<file path="config.mk">
export PLATFORM = sky130hd
export DESIGN_NAME = frame_dump_ctrl
export DESIGN_NICKNAME = d
export VERILOG_FILES = /design/src/rtl/frame_dump_ctrl.sv
export SDC_FILE = /design/constraint.sdc
export NUM_CORES = 1
export LEC_CHECK = 0
export ABC_AREA = 1
export BUFFER_PORTS_ARGS = -buffer_cell sky130_fd_sc_hd__buf_4
export CAP_MARGIN = 25
export CORE_ASPECT_RATIO = 1.1
export CORE_MARGIN = 4
export CORE_UTILIZATION = 40
export DETAILED_ROUTE_END_ITERATION = 7
export SETUP_SLACK_MARGIN = 0.3
export SLEW_MARGIN = 20
export SYNTH_ARGS = -nofsm -noshare
export SYNTH_HDL_FRONTEND = slang
export SYNTH_SLANG_ARGS = --single-unit
</file>
<file path="constraint.sdc">
create_clock -name clk -period 1.5 [get_ports clk]
set_input_delay 0.15 -clock clk [delete_from_list [all_inputs] [get_ports clk]]
set_output_delay 0.15 -clock clk [all_outputs]
set_load 0.02 [all_outputs]
</file>
<file path="src/rtl/frame_dump_ctrl.sv">
// Producer side of the simulation dump interface: frame counting, dump window
// control and per-frame line/pixel measurement from the game video syncs.
module frame_dump_ctrl #(
    parameter logic [31:0] START_FRAME = 32'd0,
    parameter logic [31:0] DUMP_FRAMES = 32'd0,
    parameter int          LW          = 10
) (
    input  logic          clk,
    input  logic          rst,
    input  logic          pxl_cen,
    input  logic          vs,
    input  logic          hs,
    input  logic          downloading,
    output logic [31:0]   frame_cnt,
    output logic          frame_pulse,
    output logic          dump_en,
    output logic          dump_start,
    output logic          dump_stop,
    output logic [LW-1:0] vlines,
    output logic [LW-1:0] hpixels
);

    typedef enum logic [1:0] {WAIT_DL, ARMED, DUMP, DONE} state_t;

    localparam logic [LW-1:0] CNT_MAX = '1;

    state_t        state_q, state_d;
    logic          vs_hist_q, vs_hist_d;
    logic          hs_hist_q, hs_hist_d;
    logic [31:0]   frame_cnt_q, frame_cnt_d;
    logic          frame_pulse_q, frame_pulse_d;
    logic          dump_en_q, dump_en_d;
    logic          dump_start_q, dump_start_d;
    logic          dump_stop_q, dump_stop_d;
    logic [31:0]   dump_cnt_q, dump_cnt_d;
    logic [LW-1:0] line_cnt_q, line_cnt_d;
    logic [LW-1:0] vlines_q, vlines_d;
    logic [LW-1:0] pix_cnt_q, pix_cnt_d;
    logic [LW-1:0] hpixels_q, hpixels_d;

    logic          vs_fall;
    logic          hs_fall;
    logic [31:0]   dump_cnt_inc;

    assign vs_fall      = pxl_cen & vs_hist_q & ~vs;
    assign hs_fall      = pxl_cen & hs_hist_q & ~hs;
    assign dump_cnt_inc = dump_cnt_q + 32'd1;

    always_comb begin
        state_d       = state_q;
        vs_hist_d     = vs_hist_q;
        hs_hist_d     = hs_hist_q;
        frame_cnt_d   = frame_cnt_q;
        frame_pulse_d = 1'b0;
        dump_en_d     = dump_en_q;
        dump_start_d  = 1'b0;
        dump_stop_d   = 1'b0;
        dump_cnt_d    = dump_cnt_q;
        line_cnt_d    = line_cnt_q;
        vlines_d      = vlines_q;
        pix_cnt_d     = pix_cnt_q;
        hpixels_d     = hpixels_q;

        if (pxl_cen) begin
            vs_hist_d = vs;
            hs_hist_d = hs;
        end

        if (vs_fall) begin
            frame_pulse_d = 1'b1;
            frame_cnt_d   = frame_cnt_q + 32'd1;
        end
        if (downloading) begin
            frame_cnt_d = 32'd0;
        end

        // A frame boundary that coincides with a line boundary starts the new frame at line 1
        if (vs_fall) begin
            vlines_d   = line_cnt_q;
            line_cnt_d = hs_fall ? LW'(1) : '0;
        end else if (hs_fall && line_cnt_q != CNT_MAX) begin
            line_cnt_d = line_cnt_q + LW'(1);
        end

        if (hs_fall) begin
            hpixels_d = (pix_cnt_q == CNT_MAX) ? CNT_MAX : pix_cnt_q + LW'(1);
            pix_cnt_d = '0;
        end else if (pxl_cen && pix_cnt_q != CNT_MAX) begin
            pix_cnt_d = pix_cnt_q + LW'(1);
        end

        // A download restarts the whole sequence and overrides any frame-boundary decision
        if (downloading) begin
            state_d = WAIT_DL;
            if (state_q == DUMP) begin
                dump_en_d   = 1'b0;
                dump_stop_d = 1'b1;
            end
        end else begin
            case (state_q)
                WAIT_DL: state_d = ARMED;
                ARMED: begin
                    if (vs_fall && frame_cnt_q == START_FRAME) begin
                        state_d      = DUMP;
                        dump_en_d    = 1'b1;
                        dump_start_d = 1'b1;
                        dump_cnt_d   = 32'd0;
                    end
                end
                DUMP: begin
                    if (vs_fall) begin
                        dump_cnt_d = dump_cnt_inc;
                        if (DUMP_FRAMES != 32'd0 && dump_cnt_inc == DUMP_FRAMES) begin
                            state_d     = DONE;
                            dump_en_d   = 1'b0;
                            dump_stop_d = 1'b1;
                        end
                    end
                end
                DONE:    state_d = DONE;
                default: state_d = WAIT_DL;
            endcase
        end
    end

    always_ff @(posedge clk) begin
        if (rst) begin
            state_q       <= WAIT_DL;
            vs_hist_q     <= 1'b0;
            hs_hist_q     <= 1'b0;
            frame_cnt_q   <= 32'd0;
            frame_pulse_q <= 1'b0;
            dump_en_q     <= 1'b0;
            dump_start_q  <= 1'b0;
            dump_stop_q   <= 1'b0;
            dump_cnt_q    <= 32'd0;
            line_cnt_q    <= '0;
            vlines_q      <= '0;
            pix_cnt_q     <= '0;
            hpixels_q     <= '0;
        end else begin
            state_q       <= state_d;
            vs_hist_q     <= vs_hist_d;
            hs_hist_q     <= hs_hist_d;
            frame_cnt_q   <= frame_cnt_d;
            frame_pulse_q <= frame_pulse_d;
            dump_en_q     <= dump_en_d;
            dump_start_q  <= dump_start_d;
            dump_stop_q   <= dump_stop_d;
            dump_cnt_q    <= dump_cnt_d;
            line_cnt_q    <= line_cnt_d;
            vlines_q      <= vlines_d;
            pix_cnt_q     <= pix_cnt_d;
            hpixels_q     <= hpixels_d;
        end
    end

    assign frame_cnt   = frame_cnt_q;
    assign frame_pulse = frame_pulse_q;
    assign dump_en     = dump_en_q;
    assign dump_start  = dump_start_q;
    assign dump_stop   = dump_stop_q;
    assign vlines      = vlines_q;
    assign hpixels     = hpixels_q;

endmodule

</file>
==> impl_metrics.env, run 1 <==
export IMPL_rows=38
export IMPL_ys_seq_elements=80
export IMPL_slew_headroom_pct=75.45
export IMPL_start_util_pct=40.88
export IMPL_worstPathRequired_ps=1740
export IMPL_syn_num_nets=628
export IMPL_finClkSkew_ps=10.92
export IMPL_ios=62
export IMPL_dpl_cell_count=809
export IMPL_core_area_um2=9889
export IMPL_hold_buffers=0
export IMPL_worstSetupStartpointType="register"
export IMPL_tightestPinTransition_ps=367.0
export IMPL_syn_area_per_cell_um2=6.541
export IMPL_track_usage_pct=20.70
export IMPL_finalCritPeriodShare_pct=97.73
export IMPL_end_kind="register"
export IMPL_root_buffer="clkbuf_8"
export IMPL_die_area_um2=11780
export IMPL_synthesis_area_um2=4043
export IMPL_max_cap_violations=0
export IMPL_yosysUniqueCellTypes=32
export IMPL_io_buffers=61
export IMPL_drc_errors=0
export IMPL_mostFrequentLayoutCell="nand2_1"
export IMPL_cp_max_fo=4
export IMPL_ant_nets=0
export IMPL_power_leakage_nw=2.675
export IMPL_drt_pre_antenna_iters=6
export IMPL_powerDensity_nw_per_um2=637.1
export IMPL_timing_fmax_ghz=0.6822
export IMPL_netlist_instances=618
export IMPL_hold_viol_final=0
export IMPL_crit_type="register to register"
export IMPL_clock_sinks=80
export IMPL_clk_pin_slew_ps=90
export IMPL_grt_antenna_before_repair=0
export IMPL_first_global_vias=4222
export IMPL_clk_latency_ps=360
export IMPL_outcome="complete, no violations"
export IMPL_r2r_slack_ps=30
export IMPL_ir_worst_vdd_uv=492.6
export IMPL_r2r_start="frame_cnt[1]"
export IMPL_p_total_mw=4.059
export IMPL_instances_no_fill=881
export IMPL_critPathArrivalTime_ps=1710
export IMPL_die_h_um=113.4
export IMPL_vias_per_cell=4.973
export IMPL_fillers=833
export IMPL_yosysSeqAreaShare_pct=39.62
export IMPL_wire_per_inst_um=14.04
export IMPL_r2r_cells=7
export IMPL_final_cell_mix="114 x nand2_1, 111 x buf_4, 73 x inv_1"
export IMPL_rsz0062_at_grt="yes"
export IMPL_nets=766
export IMPL_fin_crit_ps=1466
export IMPL_dieWidth_um=103.9
export IMPL_dpl_hpwl_mm=8.089
export IMPL_rr_endpoint="frame_cnt[17]"
export IMPL_cts_tree="built"
export IMPL_diodes=0
export IMPL_routed_wl_mm=12.37
export IMPL_cts_htree_levels=3
export IMPL_gp_congestion=0.8711
export IMPL_overflow=0
export IMPL_numCtsBuffers=9
export IMPL_worstHoldEndpoint="state_q[1]"
export IMPL_setup_viol=0
export IMPL_startpoint="frame_cnt[1]"
export IMPL_syn2layout_area_growth_pct=57.60
export IMPL_ys_warnings_count=0
export IMPL_dr_total_vias=4381
export IMPL_min_path_cells=4
export IMPL_grt_pass1_wl_mm=20.00
export IMPL_layout_drive_gt1_share_pct=47.17
export IMPL_slew_violations=0
export IMPL_hold_path_class="input pin to register"
export IMPL_grt_max_degree=18
export IMPL_clk_path_buf_depth=2
export IMPL_min_from="downloading"
export IMPL_drt_initial_drc_count=152
[kinds of logic (layout without fill, tap and decap cells)]
| group | after synthesis | in the layout | share of synthesized area [%] |
|---|---|---|---|
| AOI/OAI and AO/OA | 84 | 84 | 10.74 |
| xor gates and xnor gates | 9 | 9 | 1.950 |
| adders and majority gates | 4 | 4 | 1.238 |
| buffers and inverters | 95 | 238 | 9.347 |
| DFF | 80 | 80 | 39.62 |
| and+or+nand+nor | 346 | 346 | 37.11 |
[timing repair]
action                                  CTS  global route
setup buffers                            35            21
pin swaps                                53            48
gates cloned                              0             0
endpoints found under the setup margin   70            74
gates resized for setup                 137           110
[stage by stage]
stage	hold slack (ps)	util, %	cell area, um2	setup slack, ps	TNS [ps]
global placement	417.8	49.94	4938	29.00	0
finish	52.26	64.42	6371	34.07	0
detailed placement	420.3	49.94	4938	11.02	0
floorplan	240.7	-	4240	131.7	0
global route	56.72	64.42	6371	-74.95	-313.2
CTS	40.20	59.27	5862	94.70	0
[where the power goes]
| group | switching (mW) | internal [mW] |
|---|---|---|
| logic | 0.233 | 0.161 |
| clock network | 0.854 | 0.653 |
| registers | 0.0366 | 2.12 |
[worst max-delay path, cell delays in order, from the launching register on]
cell and delay [ps]:
dfxtp_4 390, buf_6 110, nand3_4 70, nor2_4 170, nand4_1 190, nor2_4 180
xor2_1 180, nor2_1 60
[state kept, by name, summed over array words and instances, names as in the netlist]
name / cells
line_cnt_q: 10
vlines: 10
state_q: 2
dump_start: 1
hpixels: 10
pix_cnt_q: 10
frame_pulse: 1
frame_cnt: 32
dump_en: 1
dump_stop: 1
hs_hist_q: 1
vs_hist_q: 1
[cells in the mapped netlist]
| master | number | area [um2] |
|---|---|---|
| nand2_1 | 164 | 615.6 |
| nor2_1 | 104 | 390.4 |
| dfxtp_1 | 80 | 1602 |
| inv_1 | 79 | 296.5 |
| o21ai_0 | 39 | 195.2 |
| a21oi_1 | 36 | 180.2 |
| nand3_1 | 35 | 175.2 |
| nand4_1 | 10 | 62.56 |
| nor3_1 | 9 | 45.04 |
| nor2_2 | 8 | 50.05 |
| xor2_1 | 8 | 70.07 |
| inv_2 | 5 | 18.77 |
| buf_4 | 4 | 30.03 |
| ha_1 | 4 | 50.05 |
| nand2_2 | 4 | 25.02 |
| nand3_2 | 4 | 40.04 |
| nor2_4 | 4 | 45.04 |
| o21ai_1 | 4 | 20.02 |
| buf_2 | 3 | 15.01 |
| clkbuf_1 | 2 | 7.510 |
| a21o_1 | 1 | 7.510 |
| a22o_1 | 1 | 8.760 |
| a31o_2 | 1 | 8.760 |
| a31oi_1 | 1 | 6.260 |
| clkinv_1 | 1 | 3.750 |
| inv_4 | 1 | 6.260 |
| nand4_4 | 1 | 21.27 |
| nor3_4 | 1 | 16.27 |
| nor3b_1 | 1 | 7.510 |
| nor4_1 | 1 | 6.260 |
| o31ai_1 | 1 | 7.510 |
| xnor2_1 | 1 | 8.760 |
[layout make-up]
class                   instances  area [um2]  share of cell area, %
multi-input cells             443        2840                  44.58
well taps                     120       150.1                  2.357
repair buffers                136        1127                  17.69
flip-flops and latches         80        1710                  26.85
clock inverters                 6       40.04                 0.6284
inverters                      86       365.4                  5.734
clock buffers                  10       137.6                  2.160
[layer usage]
metal	up-vias	share of wire (%)	GRT usage, %
met4	0	2.2	7.535
met1	2049	43	24.51
met5	-	0	0
met3	19	3.7	3.509
li1	2235	-	-
met2	78	52	37.75
[worst max path at each step]
stage | depth (start not counted) | end | slack, ps
CTS | 7 | frame_cnt[17] | 90
floorplan | 8 | frame_cnt[18] | 130
finish | 7 | frame_cnt[17] | 30
detailed placement | 10 | line_cnt_q[2] | 10
global placement | 10 | line_cnt_q[2] | 30
global route | 7 | frame_cnt[17] | -70
No activity file was read; power rests on OpenSTA's default activity.
==> run 2: changes to the inputs <==
--- a/config.mk
+++ b/config.mk
@@ -11,7 +11,9 @@
 export CORE_ASPECT_RATIO = 1.1
 export CORE_MARGIN = 4
 export CORE_UTILIZATION = 40
+export CTS_CLUSTER_SIZE = 20
 export DETAILED_ROUTE_END_ITERATION = 7
+export PLACE_DENSITY_LB_ADDON = 0.05
 export SETUP_SLACK_MARGIN = 0.3
 export SLEW_MARGIN = 20
 export SYNTH_ARGS = -nofsm -noshare
==> constraint.sdc (replaced) <==
create_clock -name clk -period 1.7 [get_ports clk]
set_input_delay 0.17 -clock clk [delete_from_list [all_inputs] [get_ports clk]]
set_output_delay 0.17 -clock clk [all_outputs]
set_load 0.02 [all_outputs]
==> impl_metrics.env, run 2 (synthesis results as in run 1) <==
export IMPL_root_buffer="clkbuf_8"
export IMPL_ios=62
export IMPL_pwr_share_clk_pct=41.2
export IMPL_mostFrequentLayoutCell="nand2_1"
export IMPL_nets=728
export IMPL_fin_crit_ps=1411
export IMPL_multi_input_area_um2=2466
export IMPL_switchingPower_mw=0.9013
export IMPL_crit_type="register to register"
export IMPL_end_kind="register"
export IMPL_timing_fmax_ghz=0.7089
export IMPL_clk_pin_slew_ps=80
export IMPL_dieWidth_um=103.9
export IMPL_drc_errors=0
export IMPL_power_leakage_nw=2.204
export IMPL_finalCritPeriodShare_pct=82.98
export IMPL_ant_nets=0
export IMPL_cp_depth=8
export IMPL_swShare_pct=24.22
export IMPL_critPathArrivalTime_ps=1670
export IMPL_powerDensity_nw_per_um2=665.1
export IMPL_worstPathRequired_ps=1960
export IMPL_critical_path_slowest_cell="dfxtp_4"
export IMPL_setup_viol=0
export IMPL_diodes=0
export IMPL_start_util_pct=40.88
export IMPL_grt_busiest_layer="met2"
export IMPL_cp_cell_sequence="ha_4, nand3_4, nor2_4, buf_4, buf_6, nand4_1, o21ai_1, a21oi_1"
export IMPL_die_area_um2=11780
export IMPL_hold_viol_final=0
export IMPL_p_int_mw=2.820
export IMPL_outcome="complete, no violations"
export IMPL_overflow=0
export IMPL_use_met1_pct=21.86
export IMPL_grt_antenna_before_repair=0
export IMPL_vias_per_cell=4.870
export IMPL_path_buf_inv=2
export IMPL_drt_pre_antenna_iters=4
export IMPL_core_area_um2=9889
export IMPL_dpl_cell_count=801
export IMPL_tns_ps=0
export IMPL_ir_worst_vdd_uv=381.2
export IMPL_slew_headroom_pct=81.54
export IMPL_rows=38
export IMPL_slew_violations=0
export IMPL_numCtsBuffers=9
export IMPL_worstSetupStartpointType="register"
export IMPL_tightestPinTransition_ps=274.6
export IMPL_io_buffers=61
export IMPL_p_total_mw=3.721
export IMPL_dpl_hpwl_mm=8.056
export IMPL_syn2layout_area_growth_pct=38.41
export IMPL_seq_power_share_pct=51.7
export IMPL_gp_congestion=0.8950
export IMPL_routed_wl_mm=11.33
export IMPL_finClkSkew_ps=9.858
export IMPL_grt_max_degree=19
export IMPL_holdWs_ps=109.1
export IMPL_use_met2_pct=33.98
export IMPL_hold_path_class="input pin to register"
export IMPL_cp_top_family="flip-flops"
export IMPL_min_path_cells=2
export IMPL_cp_max_fo=5
export IMPL_r2r_slack_ps=290
export IMPL_r2r_cells=8
export IMPL_cts_tree="built"
export IMPL_wire_per_inst_um=13.44
export IMPL_first_global_vias=3850
export IMPL_layout_drive_gt1_share_pct=33.33
export IMPL_gr_usage_met3_pct=4.754
export IMPL_drt_initial_drc_count=170
export IMPL_cts_htree_levels=3
export IMPL_max_stage_delay_ps=390
export IMPL_clk_path_buf_depth=2
export IMPL_clock_sinks=80
export IMPL_final_cell_mix="154 x nand2_1, 92 x buf_4, 79 x nor2_1"
export IMPL_track_usage_pct=19.19
export IMPL_max_cap_violations=0
export IMPL_combPwrFrac_pct=7.2
export IMPL_dr_total_vias=4105
export IMPL_fillers=988
export IMPL_clk_latency_ps=360
export IMPL_largest_reg_flops=32
export IMPL_grt_pass1_wl_mm=18.20
export IMPL_die_h_um=113.4
export IMPL_seq_area_um2=1669
export IMPL_rsz0062_at_grt="yes"
export IMPL_instances_no_fill=843
run 2: changes by cell type in the layout (fill, tap and decap cells not counted), moves of 9 or more:
cell,delta
nand2_4,-14
nand2_2,-25
buf_6,-18
o21ai_0,+11
a21oi_1,+11
dfxtp_2,+9
nor2_1,+16
nor2_4,-12
nand2_1,+40
buf_4,-19
a21oi_2,-11
dfxtp_4,-14
run 2: metal layers:
layer	part of all wire (%)	routed length, um
met5	0	0
met4	2.8	316
met3	3.6	408
met2	51	5776
met1	43	4832
run 2: through the flow:
| step | cell area [um2] | worst slack [ps] | util (%) |
|---|---|---|---|
| floorplan | 4069 | 303.9 | - |
| CTS | 5165 | 268.5 | 52.23 |
| global placement | 4707 | 173.5 | 47.60 |
| global route | 5595 | 171.0 | 56.58 |
| detailed placement | 4707 | 87.01 | 47.60 |
| finish | 5595 | 289.3 | 56.58 |
run 2: what timing repair did:
item | 4_1_cts | 5_1_grt
hold buffers | 0 | 0
resized for setup | 42 | 112
buffers inserted | 15 | 11
pin swaps | 16 | 29
endpoints found under the setup margin | 57 | 67
run 2: path summary, 6_finish.rpt:
check / start / endpoint
worst max-delay path: frame_cnt[0] / frame_cnt[10]
worst min-delay path: rst / line_cnt_q[4]
worst max register to register: frame_cnt[0] / frame_cnt[10]
worst min register to register: vlines[7] / vlines[7]
run 2: power by group through the flow:
| stage | logic [mW] | registers (mW) | clock network (mW) |
|---|---|---|---|
| global placement | 0.215 | 1.97 | 0 |
| floorplan | 0.126 | 1.98 | 0 |
| global route | 0.296 | 1.93 | 1.66 |
| detailed placement | 0.215 | 1.97 | 0 |
| finish | 0.266 | 1.92 | 1.53 |
| CTS | 0.231 | 1.93 | 1.58 |
run 2: cell type report:
| cell class | instances | area share [%] |
|---|---|---|
| multi-input combinational | 443 | 44.07 |
| clock buffer | 12 | 2.415 |
| inverter | 86 | 6.038 |
| timing repair buffer | 98 | 13.71 |
| clock inverter | 4 | 1.252 |
| tap | 120 | 2.683 |
| sequential | 80 | 29.83 |
==> run 3: changes to the inputs <==
==> constraint.sdc (replaced) <==
create_clock -name clk -period 1.14 [get_ports clk]
set_input_delay 0.114 -clock clk [delete_from_list [all_inputs] [get_ports clk]]
set_output_delay 0.114 -clock clk [all_outputs]
set_load 0.02 [all_outputs]
==> impl_metrics.env, run 3 (synthesis results as in run 1) <==
export IMPL_grt_pass1_wl_mm=21.40
export IMPL_rows=38
export IMPL_wl_met2_mm=7.045
export IMPL_layout_drive_gt1_share_pct=59.01
export IMPL_slew_violations=0
export IMPL_core_area_um2=9889
export IMPL_io_buffers=61
export IMPL_min_path_cells=2
export IMPL_power_leakage_nw=3.253
export IMPL_setup_viol=79
export IMPL_diodes=0
export IMPL_largest_reg_flops=32
export IMPL_clk_path_buf_depth=2
export IMPL_die_h_um=113.4
export IMPL_rsz0062_at_grt="yes"
export IMPL_min_from="rst"
export IMPL_ant_nets=0
export IMPL_finalCritPeriodShare_pct=126.8
export IMPL_outcome="complete, but fails checks"
export IMPL_syn2layout_area_growth_pct=85.58
export IMPL_gp_congestion=0.8749
export IMPL_track_usage_pct=21.89
export IMPL_dpl_hpwl_mm=9.096
export IMPL_ios=62
export IMPL_end_kind="register"
export IMPL_drt_initial_drc_count=159
export IMPL_fin_crit_ps=1446
export IMPL_cts_htree_levels=3
export IMPL_nets=854
export IMPL_ir_worst_vdd_uv=578.9
export IMPL_overflow=0
export IMPL_routed_wl_mm=13.45
export IMPL_drc_errors=0
export IMPL_timing_fmax_ghz=0.6916
export IMPL_top_layer="met4"
export IMPL_dieWidth_um=103.9
export IMPL_vias_per_cell=4.955
export IMPL_drt_pre_antenna_iters=4
export IMPL_grt_max_degree=19
export IMPL_mostFrequentLayoutCell="buf_4"
export IMPL_worstPathRequired_ps=1390
export IMPL_clock_sinks=80
export IMPL_finClkSkew_ps=8.385
export IMPL_utilization_pct=75.86
export IMPL_wl_met1_mm=5.635
export IMPL_wire_per_inst_um=13.88
export IMPL_grt_antenna_before_repair=0
export IMPL_hold_buffers=0
export IMPL_tns_ps=-15150
export IMPL_numCtsBuffers=9
export IMPL_worstSetupStartpointType="register"
export IMPL_clk_pin_slew_ps=90
export IMPL_r2r_start="pix_cnt_q[0]"
export IMPL_die_area_um2=11780
export IMPL_route_met3_wl_um=440
export IMPL_dpl_cell_count=897
export IMPL_cp_max_fo=3
export IMPL_dr_total_vias=4801
export IMPL_hold_path_class="input pin to register"
export IMPL_place_ws_ps=-305.3
export IMPL_start_util_pct=40.88
export IMPL_critPathArrivalTime_ps=1700
export IMPL_max_cap_violations=0
export IMPL_final_cell_mix="120 x buf_4, 106 x nand2_1, 97 x buf_6"
export IMPL_instances_no_fill=969
export IMPL_violations="negative setup slack"
export IMPL_hold_viol_final=0
export IMPL_finalWorstSetupSlack_ps=-305.8
export IMPL_crit_type="register to register"
export IMPL_first_global_vias=4644
export IMPL_startpoint="pix_cnt_q[0]"
export IMPL_cts_tree="built"
export IMPL_slew_headroom_pct=73.33
export IMPL_r2r_cells=10
export IMPL_powerDensity_nw_per_um2=746.6
export IMPL_clk_latency_ps=360
export IMPL_root_buffer="clkbuf_8"
export IMPL_tightestPinTransition_ps=396.3
run 3: cell count changes in the layout (fill, tap and decap cells not counted), moves of 11 or more:
cell     before  now
nand2_1     154  106
nor2_1       79   63
a21oi_2       5   18
buf_4        92  120
nor2_2       16   28
buf_6         5   97
dfxtp_1      46   15
nand2_4       2   16
a21oi_1      31   18
nand2_2      10   43
dfxtp_2      24   35
o21ai_0      28   14
dfxtp_4      10   30
o21ai_2       4   16
run 3: final cells by class:
class                           count  area, um2
Clock buffer                       13      190.2
Clock inverter                      3      20.02
Fill cell                         732       2387
Inverter                           86      367.9
Multi-Input combinational cell    443       2888
Sequential cell                    80       1758
Tap cell                          120      150.1
Timing Repair Buffer              224       2128
run 3: final timing paths:
check	endpoint	slack, ps
hold reg to reg	vlines[0]	470
setup reg to reg	pix_cnt_q[0]	-310
setup / recovery	pix_cnt_q[0]	-310
hold / removal	line_cnt_q[6]	20
run 3: metrics by stage:
stage | power [mW] | instance area, um2 | hold slack [ps]
3_5_place_dp | 3.289 | 5824 | 396.6
4_1_cts | 5.574 | 6878 | 4.974
5_1_grt | 5.850 | 7502 | 9.547
6_report | 5.602 | 7502 | 24.91
3_3_place_gp | 3.279 | 5824 | 393.7
2_1_floorplan | 3.108 | 4452 | 204.7
run 3: worst max-delay path: stages, from the launching register on:
cell,delay [ps]
dfxtp_4,380
ha_4,150
nand2_4,60
inv_4,60
nand3_4,100
inv_4,90
nand3_4,90
buf_4,150
buf_4,120
nand3_2,60
a21oi_2,50
run 3: per-layer routing:
layer	vias to the layer above	track usage [%]
li1	2420	-
met1	2251	26.12
met2	99	39.40
met3	31	3.622
met4	0	8.688
met5	-	0
run 3: report_power, final:
part           internal [mW]  switching, mW
clock network           1.11           1.10
logic                  0.257          0.317
registers               2.78         0.0453
total                   4.14           1.46
run 3: timing repair:
item | 4_1_cts | 5_1_grt
buffers inserted | 29 | 27
setup endpoints to repair | 133 | 134
resized for setup | 189 | 116
pin swaps | 44 | 43
